[src/rtl/adder_pkg.sv]
// rtl/adder_pkg.sv - shared constants, sequencer state type and 4-bit ripple helper
package adder_pkg;

    localparam int BYTE_W = 8;

    typedef enum logic [1:0] {
        IDLE = 2'd0,
        RUN  = 2'd1,
        DONE = 2'd2
    } state_t;

    // Returns {carry_out, sum[3:0]} of a 4-bit ripple-carry add.
    function automatic logic [4:0] rca4(input logic [3:0] x, input logic [3:0] y, input logic cin);
        logic [3:0] s;
        logic       c;
        c = cin;
        for (int i = 0; i < 4; i++) begin
            s[i] = x[i] ^ y[i] ^ c;
            c    = (x[i] & y[i]) | ((x[i] ^ y[i]) & c);
        end
        return {c, s};
    endfunction

endpackage

[src/rtl/carryskip8.sv]
// rtl/carryskip8.sv - 8-bit carry-skip adder built from two 4-bit ripple blocks
module carryskip8
    import adder_pkg::*;
(
    input  logic [7:0] a,
    input  logic [7:0] b,
    input  logic       ci,
    output logic [7:0] sum,
    output logic       co
);

    logic [7:0] p;
    logic [4:0] lo;
    logic [4:0] hi;
    logic       c4;

    assign p  = a ^ b;
    assign lo = rca4(a[3:0], b[3:0], ci);
    // A fully-propagating block passes its carry-in straight through.
    assign c4 = (&p[3:0]) ? ci : lo[4];
    assign hi = rca4(a[7:4], b[7:4], c4);
    assign co = (&p[7:4]) ? c4 : hi[4];
    assign sum = {hi[3:0], lo[3:0]};

endmodule

[src/rtl/carryskip_seq_ctrl.sv]
// rtl/carryskip_seq_ctrl.sv - byte-serial wide add/sub sequencer around one carryskip8
module carryskip_seq_ctrl
    import adder_pkg::*;
#(
    parameter int N_BYTES = 4
) (
    input  logic                    clk,
    input  logic                    rst,
    input  logic                    start_valid,
    output logic                    start_ready,
    input  logic [BYTE_W*N_BYTES-1:0] a,
    input  logic [BYTE_W*N_BYTES-1:0] b,
    input  logic                    ci,
    input  logic                    sub,
    output logic                    res_valid,
    input  logic                    res_ready,
    output logic [BYTE_W*N_BYTES-1:0] sum,
    output logic                    co,
    output logic                    ovf
);

    localparam int W     = BYTE_W * N_BYTES;
    localparam int IDX_W = $clog2(N_BYTES);
    localparam logic [IDX_W-1:0] LAST_IDX = IDX_W'(N_BYTES - 1);

    state_t state, state_nxt;

    logic [W-1:0]      opa;
    logic [W-1:0]      opb;
    logic              carry;
    logic [IDX_W-1:0]  idx;
    logic [BYTE_W-1:0] byte_a;
    logic [BYTE_W-1:0] byte_b;
    logic [BYTE_W-1:0] byte_s;
    logic              byte_co;
    logic              accept;
    logic              last;

    assign byte_a = opa[idx*BYTE_W +: BYTE_W];
    assign byte_b = opb[idx*BYTE_W +: BYTE_W];
    assign last   = (idx == LAST_IDX);
    assign accept = start_valid & start_ready;

    carryskip8 u_adder (
        .a   (byte_a),
        .b   (byte_b),
        .ci  (carry),
        .sum (byte_s),
        .co  (byte_co)
    );

    always_ff @(posedge clk or posedge rst) begin
        if (rst) state <= IDLE;
        else     state <= state_nxt;
    end

    always_comb begin
        state_nxt = state;
        case (state)
            IDLE:    if (accept) state_nxt = RUN;
            RUN:     if (last) state_nxt = DONE;
            DONE:    if (res_ready) state_nxt = IDLE;
            default: state_nxt = IDLE;
        endcase
    end

    always_comb begin
        start_ready = (state == IDLE) & ~rst;
        res_valid   = (state == DONE);
    end

    always_ff @(posedge clk or posedge rst) begin
        if (rst) begin
            opa   <= '0;
            opb   <= '0;
            carry <= 1'b0;
            idx   <= '0;
            sum   <= '0;
            co    <= 1'b0;
            ovf   <= 1'b0;
        end else begin
            if (state == IDLE && accept) begin
                opa   <= a;
                // Subtraction is A + ~B + 1.
                opb   <= sub ? ~b : b;
                carry <= sub ? 1'b1 : ci;
                idx   <= '0;
            end else if (state == RUN) begin
                sum[idx*BYTE_W +: BYTE_W] <= byte_s;
                carry <= byte_co;
                if (last) begin
                    co  <= byte_co;
                    ovf <= (opa[W-1] == opb[W-1]) & (byte_s[BYTE_W-1] != opa[W-1]);
                end else begin
                    idx <= idx + 1'b1;
                end
            end
        end
    end

endmodule

[config.mk]
export PLATFORM = sky130hd
export DESIGN_NAME = carryskip_seq_ctrl
export DESIGN_NICKNAME = d
export VERILOG_FILES = /design/src/rtl/adder_pkg.sv /design/src/rtl/carryskip8.sv /design/src/rtl/carryskip_seq_ctrl.sv
export SDC_FILE = /design/constraint.sdc
export NUM_CORES = 1
export LEC_CHECK = 0
export BUFFER_PORTS_ARGS = -buffer_cell sky130_fd_sc_hd__buf_2
export CAP_MARGIN = 15
export CORE_UTILIZATION = 59
export CTS_CLUSTER_DIAMETER = 100
export DETAILED_ROUTE_END_ITERATION = 10
export PLACE_DENSITY = 0.81
export SYNTH_ARGS = -nofsm -noshare
export SYNTH_HDL_FRONTEND = slang
export SYNTH_SLANG_ARGS = --single-unit
[constraint.sdc]
create_clock -name clk -period 12.9 [get_ports clk]
set_input_delay 1.935 -clock clk [delete_from_list [all_inputs] [get_ports clk]]
set_output_delay 1.935 -clock clk [all_outputs]
set_load 0.005 [all_outputs]
==> results.json, run 1 <==
{
  "yosysTopAreaCellShare": 0.5186,
  "hold_depth": 2,
  "grt_remaining_overflow": 0,
  "finalNonFillerCells": 623,
  "setup_viol": 0,
  "required_ps": 13190,
  "crit_path_start_kind": "register",
  "critPathCaptureType": "register",
  "wl_per_cell_um": 15.81,
  "ys_seq_area_frac": 0.5186,
  "synth.most_common_cell": "dfrtp_1",
  "finalMaxSlewViolations": 0,
  "arrival_ps": 5420,
  "synth_edf_count": 0,
  "htreeDepth": 3,
  "drtIter0Drc": 148,
  "synth_seq_cells": 103,
  "finalCriticalPeriod_ps": 5133,
  "p_per_area_nw_per_um2": 273.5,
  "fin_util": 0.6987,
  "peakVddDrop_mv": 0.1676,
  "start_util": 0.6079,
  "yosysUniqueCellTypes": 29,
  "async_reset_ff_frac": 1.000,
  "antenna_found_initial": 0,
  "num_rows": 33,
  "syn_area_um2": 4970,
  "synthTopCellsByArea": "dfrtp_1 (52%), mux2_2 (7.3%), mux4_2 (7.3%)",
  "antenna_cells": 0,
  "place_ws_ps": 7724,
  "ctsResizeCount": 0,
  "max_cap_viol_count": 0,
  "dieArea_um2": 8795,
  "cp_top_family": "adder cells",
  "gp_congestion": 0.7810,
  "synthTopCellsByCount": "dfrtp_1 (103), nor2_1 (42), nand2_1 (37)",
  "finalHoldViolCount": 0,
  "timing_worst_setup_path_type": "register to register",
  "clock_latency_ps": 370,
  "areaGrowthSynthToFinish_pct": 14.93,
  "root_buffer": "clkbuf_8",
  "die_y_um": 93.78,
  "synth_cells": 415,
  "path_common_cell": "fa_1",
  "tns_ps": 0,
  "fillers": 622,
  "dp.cells": 607,
  "viasPerCell": 5.353,
  "clk_pin_slew_ps": 100,
  "final_nets": 605,
  "multiInputGateArea_um2": 2196,
  "critical_path_cell_count": 16,
  "critPathMaxFanout": 10,
  "vias": 3335,
  "seq_area_um2": 2577,
  "synthFlopType": "dfrtp_1",
  "postCtsSetupBuffers": 0,
  "finalCritPeriodShare": 0.3979,
  "drc_errors": 0,
  "grt_pass1_wl_um": 16100,
  "reg2regPathDepth": 16,
  "worst_slack_ps": 7767,
  "synth_fp_nets": 507,
  "grt_use_total": 0.2451,
  "path_cells": "mux4_2 -> fa_1 -> inv_1 -> fa_1 -> fa_1 -> fa_1 -> and2_1 -> or2_2 -> fa_1 -> fa_1 -> fa_1 -> inv_1 -> fa_1 -> nor2_1 -> a21oi_1 -> o21ai_0",
  "grt_pass1_vias": 3288,
  "tritoncts": "yes",
  "cpMaxStageDelayCell": "dfrtp_1",
  "rsz0062_at_grt": "no",
  "wl_um": 9848,
  "core-area_um2": 8175,
  "chipWidth_um": 93.78,
  "synth_top_area_cell": "dfrtp_1",
  "p_leak_nw": 2.676,
  "syn_area_per_cell_um2": 11.98,
  "status": "finished clean",
  "cts_buffers": 9,
  "drive_gt1_frac": 0.3514,
  "fmax_mhz": 194.8,
  "yosys_warnings": 0,
  "clk_path_buf_depth": 2,
  "grt_max_degree": 102,
  "io_pins": 106,
  "portBuffers": 105,
  "slew_headroom": 0.3185,
  "cpPeakStageDelay_ps": 700,
  "detailed_place_hpwl_um": 7262,
  "crit_buf_inv": 2,
  "ctsHoldBuffers": 0,
  "postRouteAntennaNets": 0,
  "clock_skew_ps": 11.03,
  "cts_sinks": 103,
  "firstDrtPassIters": 4,
  "hp-class": "register to register",
  "worst_pin_slew_ps": 1022
}
==> per-stage QoR <==
step                power (mW)  hold slack, ps  area, µm²
floorplan                1.125           472.9       4970
global placement         1.331           456.1       5523
detailed placement       1.369           466.3       5523
CTS                      1.569           487.9       5712
global route             1.685           505.6       5712
finish                   1.562           483.1       5712
==> worst register-to-register path, stage by stage (launching register included) <==
cell and delay [ps]:
dfrtp_1 700, mux4_2 380, fa_1 180, inv_1 50
fa_1 380, fa_1 390, fa_1 370, and2_1 160
or2_2 300, fa_1 440, fa_1 400, fa_1 380
inv_1 80, fa_1 500, nor2_1 160, a21oi_1 60
o21ai_0 140
==> area by class of cell <==
cell class	instances	share of cell area
Sequential cell	103	0.4513
Multi-Input combinational cell	273	0.3844
Timing Repair Buffer	108	0.09595
Clock buffer	12	0.02366
Tap cell	105	0.02300
Inverter	18	0.01227
Clock inverter	4	0.009419
==> placed cells by master, fill, tap and decap left out, drive strengths merged, types with 5 or more instances in the layout <==
master,count
inv,19
a22o,8
nor2,42
mux2,32
nand4,5
dfrtp,103
a21oi,34
ha,14
o21ai,29
mux4,16
buf,108
fa,8
xnor2,33
clkbuf,12
nand2,38
==> final timing paths <==
check / slack [ps] / endpoint / start
max: 7770 / ovf$_DFFE_PP0P_ / idx[0]$_DFFE_PP0P_
min: 480 / sum[10]$_DFFE_PP0P_ / sum[10]$_DFFE_PP0P_
max reg2reg: 7770 / ovf$_DFFE_PP0P_ / idx[0]$_DFFE_PP0P_
min reg2reg: 480 / sum[10]$_DFFE_PP0P_ / sum[10]$_DFFE_PP0P_
max in group asynchronous: 10150 / opa[24]$_DFFE_PP0P_ / rst
min in group asynchronous: 1620 / state[1]$_DFFE_PP0P_ / rst
==> layer usage <==
metal | track usage | up-vias | share of wire
li1 | - | 1604 | -
met1 | 0.3194 | 1626 | 0.43
met2 | 0.4094 | 89 | 0.51
met3 | 0.03803 | 16 | 0.037
met4 | 0.1051 | 0 | 0.022
met5 | 0 | - | 0
==> sequential cells by signal, summed over array words and instances (netlist names) <==
signal	count
idx	2
state	2
opb	32
sum	32
co	1
carry	1
opa	32
ovf	1
==> cells by family after synthesis <==
group / after synthesis / share of synthesized area
xor gates and xnor gates: 33 / 0.05816
DFF: 103 / 0.5186
muxes: 48 / 0.1450
adders and majority gates: 22 / 0.06747
AOI/OAI and AO/OA: 73 / 0.08560
and+or+nand+nor: 97 / 0.08509
buffers and inverters: 39 / 0.04003
==> report_power, final <==
group / internal [mW] / total (mW) / leakage [nW] / switching (mW)
clock: 0.0908 / 0.200 / 0.0872 / 0.109
combinational: 0.365 / 0.806 / 1.33 / 0.441
sequential: 0.467 / 0.557 / 1.26 / 0.0897
No activity file was read; power rests on OpenSTA's default activity.
==> inputs of run 2 (changes only) <==
--- a/config.mk
+++ b/config.mk
@@ -7,10 +7,10 @@
 export LEC_CHECK = 0
 export BUFFER_PORTS_ARGS = -buffer_cell sky130_fd_sc_hd__buf_2
 export CAP_MARGIN = 15
-export CORE_UTILIZATION = 59
+export CORE_UTILIZATION = 55
 export CTS_CLUSTER_DIAMETER = 100
 export DETAILED_ROUTE_END_ITERATION = 10
-export PLACE_DENSITY = 0.81
+export PLACE_DENSITY = 0.76
 export SYNTH_ARGS = -nofsm -noshare
 export SYNTH_HDL_FRONTEND = slang
 export SYNTH_SLANG_ARGS = --single-unit
==> constraint.sdc (replaced) <==
create_clock -name clk -period 5.3 [get_ports clk]
set_input_delay 0.795 -clock clk [delete_from_list [all_inputs] [get_ports clk]]
set_output_delay 0.795 -clock clk [all_outputs]
set_load 0.005 [all_outputs]
==> run 2 against run 1 <==
- sequential share of layout area is 0.28 points lower
- setup slack worse by 7400 ps
- clock power is 150% higher
- non-clock buffer count is 3 higher
- critical path depth stayed put
- clock skew is 1.7 ps higher
- maximum frequency is 3.3% higher
- design area is 0.61% higher
- flip-flop and latch count stayed put
- largest power group unchanged
==> results.json, run 2 (synthesis results as in run 1) <==
{
  "status": "finished clean",
  "viasPerCell": 5.348,
  "place_ws_ps": 342.6,
  "reg2regPathDepth": 16,
  "timing_worst_setup_path_type": "register to register",
  "crit_buf_inv": 3,
  "p_per_area_nw_per_um2": 667.3,
  "postRouteAntennaNets": 0,
  "clk_path_buf_depth": 2,
  "worst_slack_ps": 331.0,
  "arrival_ps": 5250,
  "fin_util": 0.6590,
  "grt_max_degree": 102,
  "fmax_mhz": 201.2,
  "core-area_um2": 8721,
  "clk_pin_slew_ps": 100,
  "cts_sinks": 103,
  "required_ps": 5580,
  "finalHoldViolCount": 0,
  "num_rows": 34,
  "max_cap_viol_count": 0,
  "cpMaxStageDelayCell": "dfrtp_1",
  "gp_congestion": 0.8179,
  "postCtsSetupBuffers": 0,
  "drc_errors": 0,
  "cp_top_family": "adder cells",
  "final_cell_mix": "buf_2 (105), dfrtp_1 (103), nor2_1 (42)",
  "path_cells": "buf_4 -> mux4_2 -> inv_1 -> fa_1 -> fa_1 -> fa_1 -> and2_1 -> or2_2 -> fa_1 -> fa_1 -> fa_1 -> inv_1 -> fa_1 -> nor2_1 -> a21oi_1 -> o21ai_0",
  "drive_gt1_frac": 0.3589,
  "dieArea_um2": 9420,
  "wl_per_cell_um": 15.93,
  "crit_path_start_kind": "register",
  "finalCriticalPeriod_ps": 4969,
  "portBuffers": 105,
  "critPathCaptureType": "register",
  "grt_pass1_wl_um": 17260,
  "critPathMaxFanout": 8,
  "path_common_cell": "fa_1",
  "vias": 3364,
  "start_util": 0.5699,
  "p_leak_nw": 2.704,
  "worst_pin_slew_ps": 1048,
  "tritoncts": "yes",
  "chipWidth_um": 97.06,
  "final_nets": 608,
  "cpPeakStageDelay_ps": 530,
  "wl_um": 10020,
  "finalCritPeriodShare": 0.9375,
  "root_buffer": "clkbuf_8",
  "critical_path_cell_count": 16,
  "detailed_place_hpwl_um": 7619,
  "grt_remaining_overflow": 0,
  "firstDrtPassIters": 4,
  "cts_buffers": 9,
  "layout_commonest_cell": "buf_2",
  "ctsHoldBuffers": 0,
  "io_pins": 106,
  "tns_ps": 0,
  "slew_headroom": 0.3014,
  "htreeDepth": 3,
  "antenna_found_initial": 0,
  "clock_skew_ps": 12.68,
  "grt_use_total": 0.2321,
  "die_y_um": 97.06,
  "r2r_slack_ps": 330,
  "drtIter0Drc": 119,
  "grt_pass1_vias": 3585,
  "peakVddDrop_mv": 0.3928,
  "largestRegisters": "opa (32), opb (32), sum (32)",
  "antenna_cells": 0,
  "ctsResizeCount": 0,
  "finalMaxSlewViolations": 0,
  "rsz0062_at_grt": "no",
  "hp-class": "primary input to asynchronous set/reset pin",
  "clock_latency_ps": 360,
  "areaGrowthSynthToFinish_pct": 15.63,
  "setup_viol": 0
}
run 2: cell type report:
| cell class | count | area [µm²] |
|---|---|---|
| Clock inverter | 5 | 56.30 |
| Sequential cell | 103 | 2577 |
| Tap cell | 108 | 135.1 |
| Inverter | 18 | 70.07 |
| Clock buffer | 11 | 141.4 |
| Fill cell | 702 | 2974 |
| Multi-Input combinational cell | 273 | 2196 |
| Timing Repair Buffer | 111 | 570.5 |
run 2: path summary, 6_finish.rpt:
path                                       endpoint                start
worst max-delay path                ovf$_DFFE_PP0P_   idx[0]$_DFFE_PP0P_
worst min-delay path            opb[17]$_DFFE_PP0P_                  rst
worst max register to register      ovf$_DFFE_PP0P_   idx[0]$_DFFE_PP0P_
worst min register to register  sum[27]$_DFFE_PP0P_  sum[27]$_DFFE_PP0P_
max in group asynchronous        opa[5]$_DFFE_PP0P_                  rst
min in group clk                sum[27]$_DFFE_PP0P_  sum[27]$_DFFE_PP0P_
run 2: stage by stage:
stage	instances	area (µm²)	hold slack, ps	total power, mW
finish	629	5747	475.8	3.835
global route	629	5747	507.4	4.137
CTS	629	5747	485.6	3.868
detailed placement	613	5549	462.8	3.377
global placement	613	5549	456.3	3.283
floorplan	415	4970	472.9	2.738
run 2: report_power, final:
part | switching, mW | internal [mW]
Sequential | 0.225 | 1.14
Combinational | 1.08 | 0.904
Clock | 0.261 | 0.232
run 2: layer usage:
layer	vias to the layer above	global-route usage	part of all wire	wire [µm]
met5	-	0	0	0
met4	0	0.07922	0.016	161
met3	16	0.03741	0.038	383
met2	95	0.4074	0.53	5292
met1	1651	0.2929	0.42	4183
li1	1602	-	-	-
==> inputs of run 3 (changes only) <==
==> constraint.sdc (replaced) <==
create_clock -name clk -period 5 [get_ports clk]
set_input_delay 0.75 -clock clk [delete_from_list [all_inputs] [get_ports clk]]
set_output_delay 0.75 -clock clk [all_outputs]
set_load 0.005 [all_outputs]
==> run 3 against run 2 <==
- die area is the same
- critical path depth is the same
- clock power shrank 6.3%
- design area grew 0.33%
- setup slack lost 150 ps
- critical endpoint unchanged
- highest routed layer unchanged
==> results.json, run 3 (synthesis results as in run 1) <==
{
  "antenna_cells": 0,
  "cts_sinks": 103,
  "wl_per_cell_um": 15.86,
  "path_common_cell": "fa_1",
  "grt_pass1_vias": 3439,
  "final_cell_mix": "buf_2 (105), dfrtp_1 (102), nor2_1 (42)",
  "antenna_found_initial": 0,
  "setup_viol": 0,
  "clock_latency_ps": 370,
  "die_y_um": 97.06,
  "num_rows": 34,
  "gp_congestion": 0.8457,
  "largestRegisters": "opa (32), opb (32), sum (32)",
  "grt_use_met1": 0.2906,
  "drc_errors": 0,
  "portBuffers": 105,
  "worst_pin_slew_ps": 862.1,
  "p_leak_nw": 2.711,
  "max_cap_viol_count": 0,
  "required_ps": 5300,
  "grt_use_total": 0.2281,
  "chipWidth_um": 97.06,
  "use_met3": 0.04604,
  "clk_pin_slew_ps": 90,
  "hp-class": "primary input to asynchronous set/reset pin",
  "grt_max_degree": 77,
  "rsz0062_at_grt": "no",
  "crit_buf_inv": 3,
  "drtIter0Drc": 100,
  "use_met2": 0.3884,
  "globalRoute.busiestLayer": "met2",
  "core-area_um2": 8721,
  "slew_headroom": 0.4253,
  "areaGrowthSynthToFinish_pct": 16.01,
  "postRouteAntennaNets": 0,
  "timing_worst_setup_path_type": "register to register",
  "clk_path_buf_depth": 2,
  "grt_pass1_wl_um": 16810,
  "arrival_ps": 5120,
  "clock_skew_ps": 8.728,
  "status": "finished clean",
  "vias": 3398,
  "fmax_mhz": 207.3,
  "totalPowerFinal_mw": 4.039,
  "finalNonFillerCells": 635,
  "critPathCaptureType": "register",
  "dp.cells": 617,
  "detailed_place_hpwl_um": 7562,
  "dieArea_um2": 9420,
  "path_cells": "buf_4 -> mux4_2 -> inv_1 -> fa_1 -> fa_2 -> fa_1 -> and2_1 -> or2_2 -> fa_1 -> fa_1 -> fa_1 -> inv_1 -> fa_2 -> nor2_1 -> a21oi_1 -> o21ai_0",
  "peakVddDrop_mv": 0.3792,
  "viasPerCell": 5.351,
  "firstDrtPassIters": 5,
  "critPathMaxFanout": 7,
  "finalMaxSlewViolations": 0,
  "drive_gt1_frac": 0.3700,
  "tritoncts": "yes",
  "tns_ps": 0,
  "wl_um": 10070,
  "finalHoldViolCount": 0,
  "cpPeakStageDelay_ps": 490,
  "finalCriticalPeriod_ps": 4824,
  "cts_buffers": 9,
  "io_pins": 106,
  "start_util": 0.5699,
  "ctsHoldBuffers": 0,
  "finalCritPeriodShare": 0.9648,
  "crit_path_start_kind": "register",
  "root_buffer": "clkbuf_8",
  "layout_commonest_cell": "buf_2",
  "final_nets": 614,
  "p_per_area_nw_per_um2": 700.5,
  "holdWs_ps": 450.6,
  "cp_top_family": "adder cells",
  "cpMaxStageDelayCell": "fa_2",
  "grt_remaining_overflow": 0,
  "htreeDepth": 3
}
-- run 3: changes by cell type in the layout (fill, tap and decap cells not counted), sizes merged --
cell | previous run | this run
buf | 111 | 117
clkinvlp | 1 | 2
bufinv | 1 | 0
-- run 3: repair_timing --
action                     in CTS  in global routing
buffers inserted                0                  2
setup endpoints to repair       0                  5
resized for setup               0                  3
-- run 3: path summary, 6_finish.rpt --
kind                                     startpoint                    to  slack, ps  depth (start not counted)
min in group clk                sum[10]$_DFFE_PP0P_   sum[10]$_DFFE_PP0P_        480                          2
max in group asynchronous                       rst    idx[0]$_DFFE_PP0P_       3420                          3
worst min register to register  sum[10]$_DFFE_PP0P_   sum[10]$_DFFE_PP0P_        480                          2
worst max-delay path             idx[0]$_DFFE_PP0P_       ovf$_DFFE_PP0P_        180                         16
worst max register to register   idx[0]$_DFFE_PP0P_       ovf$_DFFE_PP0P_        180                         16
worst min-delay path                            rst  state[1]$_DFFE_PP0P_        450                          2
-- run 3: layer usage --
layer  share of wire  vias to the layer above
li1                -                     1618
met1            0.42                     1666
met2            0.52                       98
met3           0.044                       16
met4           0.019                        0
met5               0                        -
-- run 3: layout make-up --
type                            instances  area [µm²]
Fill cell                             671        2955
Clock inverter                          5       33.78
Timing Repair Buffer                  117       615.6
Tap cell                              108       135.1
Sequential cell                       103        2579
Multi-Input combinational cell        273        2201
Inverter                               18       70.07
Clock buffer                           11       131.4
-- run 3: through the flow --
step	instance area [µm²]	utilization	setup WS (ps)
6_report	5766	0.6611	176.2
5_1_grt	5766	0.6611	2.884
4_1_cts	5744	0.6587	52.99
3_5_place_dp	5579	0.6397	62.50
3_3_place_gp	5579	0.6397	190.8
2_1_floorplan	4970	-	208.0
-- run 3: report_power, final --
group / switching [mW] / internal (mW)
logic: 1.15 / 0.991
clock network: 0.280 / 0.181
registers: 0.233 / 1.21
total: 1.66 / 2.38
